$ cat src/rtl/alu_seq_pkg.sv
// Shared types and constants for the nibble-serial ALU sequencer.
package alu_seq_pkg;

  localparam int unsigned NIBBLE_W = 4;
  localparam int unsigned DATA_W   = 8;

  typedef enum logic [3:0] {
    OP_A       = 4'd0,
    OP_B       = 4'd1,
    OP_NOT_A   = 4'd2,
    OP_NOT_B   = 4'd3,
    OP_ADD     = 4'd4,
    OP_ADD_INC = 4'd5,
    OP_INC_A   = 4'd6,
    OP_INC_B   = 4'd7,
    OP_SUB     = 4'd8,
    OP_DEC_B   = 4'd9,
    OP_NEG_A   = 4'd10,
    OP_AND     = 4'd11,
    OP_OR      = 4'd12,
    OP_ZERO    = 4'd13,
    OP_ONE     = 4'd14,
    OP_MINUS1  = 4'd15
  } opcode_e;

  typedef enum logic [1:0] {
    ST_IDLE = 2'd0,
    ST_LO   = 2'd1,
    ST_HI   = 2'd2,
    ST_DONE = 2'd3
  } state_e;

  localparam logic [1:0] F_AND  = 2'b00;
  localparam logic [1:0] F_OR   = 2'b01;
  localparam logic [1:0] F_NOTB = 2'b10;
  localparam logic [1:0] F_ADD  = 2'b11;

  // cin holds CIN_lo in the decoded word and the live carry-in on the ALU bus
  typedef struct packed {
    logic       inva;
    logic       ena;
    logic       enb;
    logic [1:0] f;
    logic       cin;
  } ctrl_word_t;

  function automatic ctrl_word_t cw(input logic inva, input logic ena, input logic enb,
                                    input logic [1:0] f, input logic cin);
    ctrl_word_t w;
    w.inva = inva;
    w.ena  = ena;
    w.enb  = enb;
    w.f    = f;
    w.cin  = cin;
    return w;
  endfunction

endpackage

$ cat src/rtl/alu_ctrl_decode.sv
// Combinational opcode to bitalu_4 control-word decoder.
module alu_ctrl_decode
  import alu_seq_pkg::*;
(
  input  logic [3:0]  op_code,
  output ctrl_word_t  ctrl_c
);

  always_comb begin
    ctrl_c = '0;
    unique case (opcode_e'(op_code))
      OP_A:       ctrl_c = cw(1'b0, 1'b1, 1'b0, F_OR,   1'b0);
      OP_B:       ctrl_c = cw(1'b0, 1'b0, 1'b1, F_OR,   1'b0);
      OP_NOT_A:   ctrl_c = cw(1'b1, 1'b1, 1'b0, F_OR,   1'b0);
      OP_NOT_B:   ctrl_c = cw(1'b0, 1'b0, 1'b1, F_NOTB, 1'b0);
      OP_ADD:     ctrl_c = cw(1'b0, 1'b1, 1'b1, F_ADD,  1'b0);
      OP_ADD_INC: ctrl_c = cw(1'b0, 1'b1, 1'b1, F_ADD,  1'b1);
      OP_INC_A:   ctrl_c = cw(1'b0, 1'b1, 1'b0, F_ADD,  1'b1);
      OP_INC_B:   ctrl_c = cw(1'b0, 1'b0, 1'b1, F_ADD,  1'b1);
      OP_SUB:     ctrl_c = cw(1'b1, 1'b1, 1'b1, F_ADD,  1'b1);
      OP_DEC_B:   ctrl_c = cw(1'b1, 1'b0, 1'b1, F_ADD,  1'b0);
      OP_NEG_A:   ctrl_c = cw(1'b1, 1'b1, 1'b0, F_ADD,  1'b1);
      OP_AND:     ctrl_c = cw(1'b0, 1'b1, 1'b1, F_AND,  1'b0);
      OP_OR:      ctrl_c = cw(1'b0, 1'b1, 1'b1, F_OR,   1'b0);
      OP_ZERO:    ctrl_c = cw(1'b0, 1'b0, 1'b0, F_ADD,  1'b0);
      OP_ONE:     ctrl_c = cw(1'b0, 1'b0, 1'b0, F_ADD,  1'b1);
      OP_MINUS1:  ctrl_c = cw(1'b1, 1'b0, 1'b0, F_ADD,  1'b0);
      default:    ctrl_c = '0;
    endcase
  end

endmodule

$ cat src/rtl/alu_nibble_seq.sv
// Sequences an 8-bit operation through an external 4-bit bitalu_4, low nibble first.
// Optional ALU_SEQ_FLAGS_EN adds registered res_zero/res_neg outputs.
module alu_nibble_seq
  import alu_seq_pkg::*;
(
  input  logic                clk,
  input  logic                rst,
  input  logic                op_valid,
  output logic                op_ready,
  input  logic [3:0]          op_code,
  input  logic [DATA_W-1:0]   op_a,
  input  logic [DATA_W-1:0]   op_b,
  output logic                res_valid,
  input  logic                res_ready,
  output logic [DATA_W-1:0]   res_data,
  output logic                res_cout,
  output logic [NIBBLE_W-1:0] alu_a,
  output logic [NIBBLE_W-1:0] alu_b,
  output logic                alu_inva,
  output logic                alu_ena,
  output logic                alu_enb,
  output logic                alu_f0,
  output logic                alu_f1,
  output logic                alu_cin,
  input  logic [NIBBLE_W-1:0] alu_result,
  input  logic                alu_cout
`ifdef ALU_SEQ_FLAGS_EN
  ,
  output logic                res_zero,
  output logic                res_neg
`endif
);

  state_e              state_q, state_d;
  ctrl_word_t          dec_c;
  ctrl_word_t          ctrl_q, ctrl_d;
  ctrl_word_t          word_d;
  logic [DATA_W-1:0]   a_q, a_d, b_q, b_d;
  logic [DATA_W-1:0]   data_d;
  logic [NIBBLE_W-1:0] alu_a_d, alu_b_d;
  logic                carry_q, carry_d;
  logic                cout_d, valid_d, ready_d;

  alu_ctrl_decode u_decode (
    .op_code (op_code),
    .ctrl_c  (dec_c)
  );

  always_ff @(posedge clk or posedge rst) begin
    if (rst) state_q <= ST_IDLE;
    else     state_q <= state_d;
  end

  // ALU bus values are computed one state ahead so the slice sees them for the whole state
  always_comb begin
    state_d = state_q;
    ctrl_d  = ctrl_q;
    a_d     = a_q;
    b_d     = b_q;
    carry_d = carry_q;
    data_d  = res_data;
    cout_d  = res_cout;
    valid_d = res_valid;
    word_d  = '0;
    alu_a_d = '0;
    alu_b_d = '0;
    unique case (state_q)
      ST_IDLE: begin
        if (op_valid) begin
          ctrl_d  = dec_c;
          a_d     = op_a;
          b_d     = op_b;
          word_d  = dec_c;
          alu_a_d = op_a[NIBBLE_W-1:0];
          alu_b_d = op_b[NIBBLE_W-1:0];
          state_d = ST_LO;
        end
      end
      ST_LO: begin
        data_d     = {res_data[DATA_W-1:NIBBLE_W], alu_result};
        carry_d    = (ctrl_q.f == F_ADD) ? alu_cout : 1'b0;
        word_d     = ctrl_q;
        word_d.cin = carry_d;
        alu_a_d    = a_q[DATA_W-1:NIBBLE_W];
        alu_b_d    = b_q[DATA_W-1:NIBBLE_W];
        state_d    = ST_HI;
      end
      ST_HI: begin
        data_d  = {alu_result, res_data[NIBBLE_W-1:0]};
        cout_d  = (ctrl_q.f == F_ADD) ? alu_cout : 1'b0;
        state_d = ST_DONE;
      end
      ST_DONE: begin
        valid_d = 1'b1;
        if (res_valid && res_ready) begin
          valid_d = 1'b0;
          state_d = ST_IDLE;
        end
      end
      default: state_d = ST_IDLE;
    endcase
    ready_d = (state_d == ST_IDLE);
  end

  always_ff @(posedge clk or posedge rst) begin
    if (rst) begin
      ctrl_q    <= '0;
      a_q       <= '0;
      b_q       <= '0;
      carry_q   <= 1'b0;
      res_data  <= '0;
      res_cout  <= 1'b0;
      res_valid <= 1'b0;
      op_ready  <= 1'b1;
      alu_a     <= '0;
      alu_b     <= '0;
      alu_inva  <= 1'b0;
      alu_ena   <= 1'b0;
      alu_enb   <= 1'b0;
      alu_f0    <= 1'b0;
      alu_f1    <= 1'b0;
      alu_cin   <= 1'b0;
    end else begin
      ctrl_q    <= ctrl_d;
      a_q       <= a_d;
      b_q       <= b_d;
      carry_q   <= carry_d;
      res_data  <= data_d;
      res_cout  <= cout_d;
      res_valid <= valid_d;
      op_ready  <= ready_d;
      alu_a     <= alu_a_d;
      alu_b     <= alu_b_d;
      alu_inva  <= word_d.inva;
      alu_ena   <= word_d.ena;
      alu_enb   <= word_d.enb;
      alu_f0    <= word_d.f[0];
      alu_f1    <= word_d.f[1];
      alu_cin   <= word_d.cin;
    end
  end

`ifdef ALU_SEQ_FLAGS_EN
  always_ff @(posedge clk or posedge rst) begin
    if (rst) begin
      res_zero <= 1'b0;
      res_neg  <= 1'b0;
    end else begin
      res_zero <= (data_d == '0);
      res_neg  <= data_d[DATA_W-1];
    end
  end
`endif

endmodule

$ cat config.mk
export PLATFORM = sky130hd
export DESIGN_NAME = alu_nibble_seq
export DESIGN_NICKNAME = d
export VERILOG_FILES = /design/src/rtl/alu_seq_pkg.sv /design/src/rtl/alu_ctrl_decode.sv /design/src/rtl/alu_nibble_seq.sv
export SDC_FILE = /design/constraint.sdc
export NUM_CORES = 1
export LEC_CHECK = 0
export BUFFER_PORTS_ARGS = -buffer_cell sky130_fd_sc_hd__buf_4
export CAP_MARGIN = 5
export CORE_ASPECT_RATIO = 1.4
export CORE_UTILIZATION = 50
export CTS_CLUSTER_DIAMETER = 200
export CTS_CLUSTER_SIZE = 20
export DETAILED_ROUTE_END_ITERATION = 8
export PLACE_DENSITY_LB_ADDON = 0.05
export SLEW_MARGIN = 15
export SYNTH_ARGS = -nofsm -noshare
export SYNTH_HDL_FRONTEND = slang
export SYNTH_SLANG_ARGS = --single-unit
$ cat constraint.sdc
create_clock -name clk -period 3.5 [get_ports clk]
set_input_delay 0.35 -clock clk [delete_from_list [all_inputs] [get_ports clk]]
set_output_delay 0.35 -clock clk [all_outputs]
set_load 0.01 [all_outputs]
Word-level counts from Yosys, hierarchy flattened
Memory sizes are Yosys's and may differ from the RTL's.
Index checks and enable logic that the tools add are counted.
- memories kept: 1
- bits in writable memories: 0
- ROM bits: 96
- bits in latches: 0
- input port bits: 29
- register bits after elaboration: 48
- memory list (memory ; depth ; width ; rd ports ; clocked after Yosys merged registers in ; write ports ; line ; text):
    (no name shown) ; 16 ; 6 ; 1 ; 0 ; 0 ; alu_ctrl_decode.sv:11 ; unique case (opcode_e'(op_code))
- reductions and logical operators: 6
- equal/unequal tests: 4
- order comparisons: 0
- muxes and demuxes: 12
- shift-type cells: 0
- bitwise logic cells: 2
- multipliers: 0
- divide/modulo/power cells: 0
- add/subtract/negate cells: 0
- operators with widths (cell ; number):
    $pmux 4 s2 ; 2
    $pmux 8 s2 ; 1
    $pmux 6 s2 ; 1
    $mux 4 ; 2
    $pmux 2 s4 ; 1
    $eq 2x2->1 const B ; 3
    $mux 6 ; 1
    $reduce_and 2->1 ; 3
    $logic_not 2->1 ; 2
    $mux 2 ; 2
    $eq 2x1->1 const B ; 1
    $mux 1 ; 2
    $not 1->1 ; 2
    $logic_and 1x1->1 ; 1

Longest topological paths before layout
- depth after elaboration: 4
- mapped depth: 6

Cells and area by module
Synthesis repeated with hierarchy kept, for this count alone.
- cells, all modules: 117
- area total of the unflattened synthesis: 1672.9 sq um
- modules (own cells, without submodules) (module ; times used ; area an instance (sq um) ; cells an instance ; seq. area each (sq um)):
    alu_nibble_seq ; 1 ; 1534.0 ; 95 ; 1002.2
    alu_ctrl_decode ; 1 ; 138.9 ; 22 ; 0.0

Worst setup path before layout
OpenSTA, ideal clock, no wires.
- path kind: register to register
- start: register state_q[0]
- end: register alu_cin
- cell stages (with the launch flop): 5
- library setup time: 0.067 ns
- arrival time: 1.320 ns
- path slack: 2.114 ns
- period minus slack after synthesis: 1.386 ns
- path through: dfrtp_1 buf_6 or3b_4 a2111oi_2 a41o_1
- RTL lines (item ; line ; text):
    from (decl) ; alu_nibble_seq.sv:34 ; state_e state_q, state_d;
    from (signal assigned) ; alu_nibble_seq.sv:51 ; else state_q <= state_d;
    to (signal assigned) ; alu_nibble_seq.sv:139 ; alu_cin <= word_d.cin;
    to (decl) ; alu_nibble_seq.sv:24 ; output logic alu_cin,

Final worst setup path
- start: register state_q[0]
- end: register res_data[3]
- longest elaborated chain between the ends: 3
- elaborated cells on any way between the ends: 4
- classes of those cells: eq/ne (2); bitwise (1); reduce/logical (1)
- ends and longest elaborated chain (item ; line ; text):
    $eq 2x2->1 ; alu_nibble_seq.sv:67 ; unique case (state_q)
    $not 1->1 (no line) ; - ;
    $reduce_and 2->1 (no line) (*) ; - ;
    to (signal assigned) ; alu_nibble_seq.sv:128 ; res_data <= data_d;
    to (decl) ; alu_nibble_seq.sv:15 ; output logic [DATA_W-1:0] res_data,
Every way passes the cells marked *; elsewhere a longest branch is shown, timed or not.
A chain may end at the register's enable or synchronous reset.

==> metrics.cfg <==
[route]
routed_via_density = 5.16
drt-total-wl_mm = 3.14
wire_per_inst_um = 13.2
num_vias = 1223
ant_nets = 0
drtPass1Iterations = 4
drt_iter0_drc = 34
drc = 0

[place]
dp_slack_ns = 1.70
gp_congestion = 0.806
dp_hpwl_mm = 2.24
port_buffers = 53
numPlacedInstances = 230

[setup_path]
crit_path_top_delay_cell = nor2b_1
max_stage_delay_ns = 0.61
crit-reg2reg-capture = res_data[3]$_DFFE_PP0P_
start_kind = register
crit_chain = nor2b_1 -> buf_4 -> mux2_1
criticalPathCategory = reg2reg
crit_required_ns = 3.66
rrSetupSlack_ns = 1.67
r2r.worst_path.cells = 3
end_kind = register
worstPathArrival_ns = 1.99
worstReg2RegStart = state_q[0]$_DFF_PP0_
crit_fanout = 10

[timing]
min_period_ns = 1.83
fin_crit_sh_pct = 52.2
max-slew-margin-rel_pct = 37.0
drv_slew = 0
clock_skew_ns = 0.00381
finalHoldViolations = 0
layout_setup_ws_ns = 1.67
finalSetupTns_ns = 0
fmax_mhz = 548
rsz0062_at_grt = no
tightest_slew_ns = 0.941
setup_viol = 0

[floorplan]
die_height_um = 69.4
initial_core_util_pct = 52.5
die_w_um = 50.2
ios = 54
core_sq_um = 3090
die_area_sq_um = 3480
rows = 24

[status]
status = completed

[clocking]
cts.repair.resized = 0
cts.clk_slew.worst_paths_ns = 0.07
ctsHoldBuffers = 0
postCtsSetupBuffers = 0
cts_sinks = 40
cts.path.max_buffers = 2
cts_buffers = 5
htreeDepth = 2
clock-root-buffer = clkbuf_8
clk_latency_ns = 0.28
tritoncts = done

[worst_hold_path]
hp-class = in2async

[synthesis]
syn_avg_cell_area_sq_um = 11.1
syn-num-nets = 175
syn_area_sq_um = 1620
yosys_warnings = 0
synthesis.instances = 146
ys_types = 29
ys_ff_latch = 40
synth-seq-area-share_pct = 61.8

[cells_and_area]
fillers = 232
final_common_cell = buf_4
finalNonFillerCells = 237
nNetsFinal = 227
layout-drive-gt1-share_pct = 32.8
final_util_pct = 68.0
syn2layout_area_growth_pct = 29.7
mostFrequentLayoutCells = buf_4 (55), nand2_1 (41), dfrtp_1 (39), mux2_1 (8), a22o_1 (8)
diodes = 0

[grt]
grt_pass1_wl_mm = 5.29
antenna_found_initial = 0
grt_pass1_vias = 1238
grt_max_degree = 41
overflow = 0
grt_usage_pct = 20.1

[power]
total_power_uw = 1550
powerDensity_nw_per_um2 = 739
p_leak_uw = 0.00110
vdd_drop_max_uv = 432

[run]
maxCapViolations = 0

## registers in the layout, summed over array words and instances, names as in the netlist, 2 cells and up
| name | flops |
|---|---|
| alu_a | 4 |
| a_q | 4 |
| state_q | 2 |
| alu_b | 4 |
| ctrl_q | 5 |
| res_data | 8 |
| b_q | 4 |
## logic make-up (layout without fill, tap and decap cells)
kind of cell	after synthesis	after routing	share of synthesized area [%]
compound gates	28	28	12.3
simple gates	57	57	15.8
flops	40	40	61.8
buf+inv	12	64	4.01
mux	9	9	6.17
## cell usage after synthesis
| library cell | number | area, sq um |
|---|---|---|
| nor3b_1 | 1 | 7.51 |
| a2111oi_2 | 1 | 15.0 |
| and3b_1 | 1 | 8.76 |
| inv_1 | 2 | 7.51 |
| dfrtp_1 | 39 | 976 |
| a41o_1 | 1 | 10.0 |
| nand3b_1 | 1 | 7.51 |
| nand4_1 | 2 | 12.5 |
| a31oi_1 | 1 | 6.26 |
| a21o_1 | 3 | 22.5 |
| o21a_1 | 2 | 15.0 |
| nor2b_1 | 1 | 6.26 |
| nor2_1 | 5 | 18.8 |
| mux2_1 | 8 | 90.1 |
| or3b_4 | 1 | 11.3 |
| nand2_1 | 41 | 154 |
| mux2i_1 | 1 | 10.0 |
| o21ai_0 | 1 | 5.00 |
| clkbuf_1 | 4 | 15.0 |
| nor3b_2 | 1 | 12.5 |
| o21ai_1 | 6 | 30.0 |
| a21oi_1 | 5 | 25.0 |
| buf_2 | 4 | 20.0 |
| a22o_1 | 8 | 70.1 |
| nand2b_1 | 1 | 6.26 |
| nand3_1 | 1 | 5.00 |
| and2_1 | 1 | 6.26 |
| buf_6 | 2 | 22.5 |
| dfstp_2 | 1 | 26.3 |
## metal layers
metal	global-route usage [%]	part of all wire, %
met1	23.6	39
met2	34.7	55
met3	4.17	4.7
met4	8.57	1.9
met5	0	0
## worst max path at each step
stage               depth (start not counted)                 start                      end  slack (ns)
floorplan                                   4  state_q[0]$_DFF_PP0_        alu_cin$_DFF_PP0_        2.11
global placement                            3  state_q[0]$_DFF_PP0_  res_data[1]$_DFFE_PP0P_        1.79
detailed placement                          3  state_q[0]$_DFF_PP0_  res_data[3]$_DFFE_PP0P_        1.70
CTS                                         3  state_q[0]$_DFF_PP0_  res_data[3]$_DFFE_PP0P_        1.69
global route                                3  state_q[0]$_DFF_PP0_  res_data[2]$_DFFE_PP0P_        1.63
finish                                      3  state_q[0]$_DFF_PP0_  res_data[3]$_DFFE_PP0P_        1.67
## area by class of cell
| cell class | instances | area, sq um | share of cell area [%] |
|---|---|---|---|
| Multi-Input combinational cell | 94 | 556 | 26.4 |
| Clock inverter | 1 | 5.00 | 0.238 |
| Inverter | 2 | 7.51 | 0.357 |
| Tap cell | 39 | 48.8 | 2.32 |
| Sequential cell | 40 | 1000 | 47.6 |
| Clock buffer | 6 | 72.6 | 3.45 |
| Timing Repair Buffer | 55 | 413 | 19.6 |
## where the power goes
| part | switching [uW] | total (uW) | internal, uW |
|---|---|---|---|
| Sequential | 105 | 754 | 649 |
| Clock | 141 | 277 | 135 |
| Combinational | 250 | 524 | 274 |
## worst max-delay path: cells and delay by family, from the launching register on
family / cells / cell delay (ns)
AND/OR/NAND/NOR: 1 / 0.61
flip-flops: 1 / 0.46
multiplexers: 1 / 0.33
buffers and inverters: 1 / 0.31
## metrics by stage
stage / area (sq um) / hold slack (ns)
floorplan: 1620 / 0.439
global placement: 2030 / 0.453
detailed placement: 2030 / 0.463
CTS: 2100 / 0.196
global route: 2100 / 0.222
finish: 2100 / 0.179
Note: power is estimated with default switching activity, not from simulation.
